### config.mk
export PLATFORM = sky130hd
export DESIGN_NAME = floor_request_queue
export DESIGN_NICKNAME = d
export VERILOG_FILES = /design/src/rtl/floor_request_queue.sv
export SDC_FILE = /design/constraint.sdc
export NUM_CORES = 1
export LEC_CHECK = 0
export CORE_MARGIN = 8
export CORE_UTILIZATION = 40
export DETAILED_ROUTE_END_ITERATION = 8
export PLACE_DENSITY = 0.63
export SYNTH_ARGS = -nofsm -noshare
export SYNTH_HDL_FRONTEND = slang
export SYNTH_SLANG_ARGS = --single-unit
export TNS_END_PERCENT = 20
### constraint.sdc
create_clock -name clk -period 4.1 [get_ports clk]
set_input_delay 0.82 -clock clk [delete_from_list [all_inputs] [get_ports clk]]
set_output_delay 0.82 -clock clk [all_outputs]
set_load 0.01 [all_outputs]
### src/rtl/floor_request_queue.sv
// Per-floor call latch with synchroniser, debounce and an IDLE/UP/DOWN
// direction machine that publishes the next floor to serve.
module floor_request_queue #(
  parameter int unsigned FLOORS   = 8,
  parameter int unsigned FW       = 3,
  parameter int unsigned DEBOUNCE = 4
) (
  input  logic              clk,
  input  logic              rst,
  input  logic [FLOORS-1:0] sw,
  input  logic [FW-1:0]     floor,
  input  logic              arrive,
  output logic [FLOORS-1:0] swout,
  output logic [FW:0]       pending_count,
  output logic [1:0]        dir,
  output logic [FW-1:0]     target,
  output logic              target_valid
);

  localparam int unsigned CW   = 8;
  localparam int unsigned CNTW = FW + 1;

  typedef enum logic [1:0] {
    IDLE = 2'b00,
    UP   = 2'b01,
    DOWN = 2'b10
  } dir_e;

  logic [FLOORS-1:0] sync1_q, sync2_q;
  logic [FLOORS-1:0] deb_q, deb_d, deb_prev_q;
  logic [CW-1:0]     cnt_q [FLOORS];
  logic [CW-1:0]     cnt_d [FLOORS];
  logic [FLOORS-1:0] set_c;
  logic [FLOORS-1:0] swout_q, swout_d;
  dir_e              dir_q, dir_d;
  logic [FW-1:0]     target_q, target_d;
  logic              tv_q, tv_d;
  logic              above_c, below_c, found_c;

  // Debounce: count consecutive samples that disagree with the accepted level.
  always_comb begin
    deb_d = deb_q;
    for (int i = 0; i < FLOORS; i++) begin
      cnt_d[i] = '0;
      if (sync2_q[i] != deb_q[i]) begin
        if (cnt_q[i] == CW'(DEBOUNCE - 1)) begin
          deb_d[i] = sync2_q[i];
        end else begin
          cnt_d[i] = cnt_q[i] + CW'(1);
        end
      end
    end
  end

  assign set_c = deb_q & ~deb_prev_q;

  // Arrival clear has priority over a new press on the same floor.
  always_comb begin
    swout_d = swout_q;
    for (int i = 0; i < FLOORS; i++) begin
      if (arrive && (floor == FW'(i))) begin
        swout_d[i] = 1'b0;
      end else if (set_c[i]) begin
        swout_d[i] = 1'b1;
      end
    end
  end

  always_comb begin
    above_c = 1'b0;
    below_c = 1'b0;
    for (int i = 0; i < FLOORS; i++) begin
      if (swout_q[i] && (FW'(i) > floor)) above_c = 1'b1;
      if (swout_q[i] && (FW'(i) < floor)) below_c = 1'b1;
    end
  end

  // Direction next-state and target selection from the next direction.
  always_comb begin
    dir_d    = dir_q;
    target_d = '0;
    found_c  = 1'b0;
    tv_d     = |swout_q;
    case (dir_q)
      IDLE:    dir_d = above_c ? UP : (below_c ? DOWN : IDLE);
      UP:      dir_d = above_c ? UP : (below_c ? DOWN : IDLE);
      DOWN:    dir_d = below_c ? DOWN : (above_c ? UP : IDLE);
      default: dir_d = IDLE;
    endcase
    for (int i = 0; i < FLOORS; i++) begin
      case (dir_d)
        UP: begin
          if (!found_c && swout_q[i] && (FW'(i) > floor)) begin
            target_d = FW'(i);
            found_c  = 1'b1;
          end
        end
        DOWN: begin
          if (swout_q[i] && (FW'(i) < floor)) target_d = FW'(i);
        end
        default: begin
          if (swout_q[i] && (FW'(i) == floor)) target_d = floor;
        end
      endcase
    end
  end

  always_comb begin
    pending_count = '0;
    for (int i = 0; i < FLOORS; i++) begin
      pending_count = pending_count + CNTW'(swout_q[i]);
    end
  end

  always_ff @(posedge clk or posedge rst) begin
    if (rst) begin
      sync1_q    <= '0;
      sync2_q    <= '0;
      deb_q      <= '0;
      deb_prev_q <= '0;
      swout_q    <= '0;
      dir_q      <= IDLE;
      target_q   <= '0;
      tv_q       <= 1'b0;
      for (int i = 0; i < FLOORS; i++) cnt_q[i] <= '0;
    end else begin
      sync1_q    <= sw;
      sync2_q    <= sync1_q;
      deb_q      <= deb_d;
      deb_prev_q <= deb_q;
      swout_q    <= swout_d;
      dir_q      <= dir_d;
      target_q   <= target_d;
      tv_q       <= tv_d;
      for (int i = 0; i < FLOORS; i++) cnt_q[i] <= cnt_d[i];
    end
  end

  assign swout        = swout_q;
  assign dir          = dir_q;
  assign target       = target_q;
  assign target_valid = tv_q;

endmodule

==> metrics.md <==
| Metric | Value |
|---|---|
| Max-slew violation count | 0 |
| Initial core utilization | between 40% and 50% |
| Crit Path Class | register to output pin |
| Most used DFF post-synth | dfrtp_1 |
| Root Buffer | clkbuf_16 |
| Max_slew headroom | 44.3% |
| Gr usage total | a little over an eighth |
| Clk sink count | 110 |
| Pwr Density | about 670 mW/mm^2 |
| # H-tree levels | 3 |
| First-pass GRT wire length | about 18 mm |
| Worst EP arrival | ~3.3 ns |
| Via count | roughly 3.7k |
| Chip width | 130 um |
| Area growth syn-to-layout | 17.3% |
| Status | complete, no violations |
| Hold crit path type | register to register |
| Chip height | approximately 130 um |
| CTS buffer count | 9 |
| FFs w/ async S/R, synth | 100% |
| Ports | 32 |
| Synthesized Nets | ~530 |
| Peak supply drop | ~0.37 mV |
| Worst-path clk slew | roughly 0.07 ns |
| Period utilisation layout | between 90% and 100% |
| Site Rows | 41 |
| HPWL Detailed | 7.39 mm |
| Starting DRT DRC Count | ~240 |
| Core Area | 0.0127 sq mm |
| Die ar. | 0.0170 sq mm |
| Max-cap viol count | 0 |
| N_diodes | 0 |
| Flops & latches, synth | 110 |
| Crit path capture type | output pin |
| DRT Pass-1 Iters | 4 |
| Syn_area_per_cell | 10.6 sq um |
| Distinct cells, synth | 56 |
| Fmax achieved | between 200 and 250 MHz |
| Wire per inst | about 15 um |
| Fin. Hold Viols | 0 |
| Via density per instance | roughly 5.2 |
| Port bufs | 31 |
| Hold-fix buffers at CTS | 0 |
| Sequential-to-total area share from yosys stat | 52.6% |
| Maximum clock path buffer count | 2 |
| Placed cells | 701 |
| Non-filler instance count after layout | 719 |
| Number of global-route vias before repair | about 3.7k |
| Insertion delay of the later-clocked pin in the worst-skew pair | around 0.35 ns |
| CTS tree | built |
| Netlist Area Pre-Place | 0.00523 sq mm |
| RSZ-0062 raised after global routing | yes |
| Initial antenna violation count | 0 |
| Leakage | roughly 2.8 nW |
| Layout cells sized above 1 | between 10 and 15% |
| Actual slew at the worst max-slew pin | around 0.83 ns |
| Nets | 574 |
| Final ANT Viol Nets | 0 |
| Util after Layout | between 40% and 50% |
| Final setup violation count | 0 |
| Post-synth EDFFs | 0 |
| Post-Synthesis Cells | just under 500 |
| Post-Route WL | ~11 mm |
| Drt drc | 0 |
| Fin crit period | between 4 and 5 ns |
| Synth warn | 0 |
| Largest net degree at the start of global routing | roughly 70 |
| Crit path max fanout | 2 |
| GP Congestion | 0.836 |
| GRT overflow | 0 |
| Startpoint class of the critical path | register |
| WP data required | approximately 3.3 ns |
| Setup Skew | around 0.0093 ns |
==> layer usage <==
| metal | wire [um] | global-route usage [%] | vias up |
|---|---|---|---|
| met2 | 4900 | 21.2 | 59 |
| met1 | 5010 | 17.7 | 1834 |
| met4 | 215 | 6.14 | 0 |
| met3 | 413 | 2.28 | 18 |
| li1 | - | - | 1808 |
| met5 | 0 | 0 | - |
==> cell usage in the layout, fill, tap and decap left out, types with 3 or more instances in the layout <==
cell             Yosys  routed
a21oi_1             21      21
a31oi_1              6       6
and2_1               5       5
and3_1              24      24
buf_4                0      17
clkbuf_16            0       9
clkbuf_8             0       3
clkdlybuf4s50_1      0      27
dfrtp_1            110     110
fa_1                 4       3
ha_1                14      13
inv_1               23      20
mux2_2               9       9
nand2_1             24      24
nand2b_1             4       4
nand3_1             41      41
nor2_1              63      63
nor2b_1              8       8
nor3_1              11      11
nor4b_1              9       9
o21ai_0              5       5
xnor2_1             12      11
xor2_1              45      45
==> cells by family after synthesis <==
kind of cell / after synthesis / synth area share (%)
xor+xnor: 57 / 9.55
buf+inv: 36 / 3.06
mux: 11 / 2.32
flops: 110 / 52.6
simple gates: 196 / 18.6
compound gates: 67 / 8.95
fa+ha+maj: 18 / 4.88
==> synthesized netlist by cell type, types with 2 or more instances <==
cell type  count  area, sq um
dfrtp_1      110         2750
nor2_1        63          236
xor2_1        45          394
nand3_1       41          205
and3_1        24          150
nand2_1       24         90.1
inv_1         23         86.3
a21oi_1       21          105
ha_1          14          175
xnor2_1       12          105
nor3_1        11         55.1
mux2_2         9          101
nor4b_1        9         78.8
nor2b_1        8         50.1
buf_2          7         35.0
a31oi_1        6         37.5
and2_1         5         31.3
o21ai_0        5         25.0
fa_1           4         80.1
nand2b_1       4         25.0
a211oi_1       2         15.0
a21o_1         2         15.0
a221o_1        2         20.0
a311o_1        2         20.0
a32oi_1        2         17.5
buf_6          2         22.5
clkbuf_1       2         7.51
mux2i_1        2         20.0
o211ai_1       2         15.0
o21a_1         2         15.0
o21bai_1       2         15.0
o22ai_1        2         12.5
o31ai_1        2         15.0
or2_2          2         12.5
==> through the flow <==
step	setup TNS, ns	area [sq um]	setup slack (ns)	power, mW	hold WS (ns)
2_1_floorplan	0	5230	0.378	2.53	0.331
3_3_place_gp	0	5820	0.0215	3.28	0.332
3_5_place_dp	0	5820	0.00595	3.31	0.336
4_1_cts	0	6110	0.0376	4.09	0.355
5_1_grt	-0.175	6130	-0.0940	4.43	0.368
6_report	0	6130	0.0311	4.10	0.352
==> path summary, 6_finish.rpt <==
| check | endpoint | slack, ns | start | cells past startpoint |
|---|---|---|---|---|
| max in group asynchronous | cnt_q[52] | 2.42 | rst | 3 |
| setup / recovery | pending_count[1] | 0.03 | swout[3] | 10 |
| hold reg to reg | sync2_q[0] | 0.35 | sync1_q[0] | 0 |
| hold / removal | sync2_q[0] | 0.35 | sync1_q[0] | 0 |
| setup reg to reg | target[0] | 0.87 | swout[0] | 13 |
| min in group asynchronous | cnt_q[63] | 0.99 | rst | 2 |
==> state kept, by name, summed over array words and instances (netlist names) <==
| name | flops |
|---|---|
| cnt_q | 64 |
| deb_q | 8 |
| dir | 2 |
| target | 3 |
| sync2_q | 8 |
| target_valid | 1 |
| swout | 8 |
| sync1_q | 8 |
| deb_prev_q | 8 |
==> cell type report <==
cell class / count / area (sq um)
clock inverters: 4 / 28.8
flip-flops and latches: 110 / 2750
multi-input cells: 349 / 2330
inverters: 23 / 88.8
fillers: 1170 / 6540
clock buffers: 12 / 267
repair buffers: 49 / 453
well taps: 172 / 215
==> timing repair <==
item	4_1_cts	5_1_grt
endpoints found under the setup margin	2	3
setup buffers	1	1
endpoints found under the hold margin	0	0
pin swaps	0	5
resized for setup	8	7
==> worst max-delay path: stages, from the launching register on <==
cell and delay, ns:
dfrtp_1 0.40, fa_1 0.56, inv_2 0.04, fa_1 0.52, fa_1 0.42, inv_1 0.07, ha_2 0.18, inv_2 0.04
fa_2 0.51, inv_1 0.04, buf_2 0.13
==> where the power goes <==
| group | total [mW] | leakage (nW) | internal (mW) | switching (mW) |
|---|---|---|---|---|
| logic | 1.71 | 1.28 | 0.820 | 0.894 |
| registers | 1.54 | 1.40 | 1.31 | 0.226 |
| clock network | 0.848 | 0.141 | 0.463 | 0.384 |
| total | 4.10 | 2.82 | 2.59 | 1.50 |
Power figures use the tool's default switching activity.
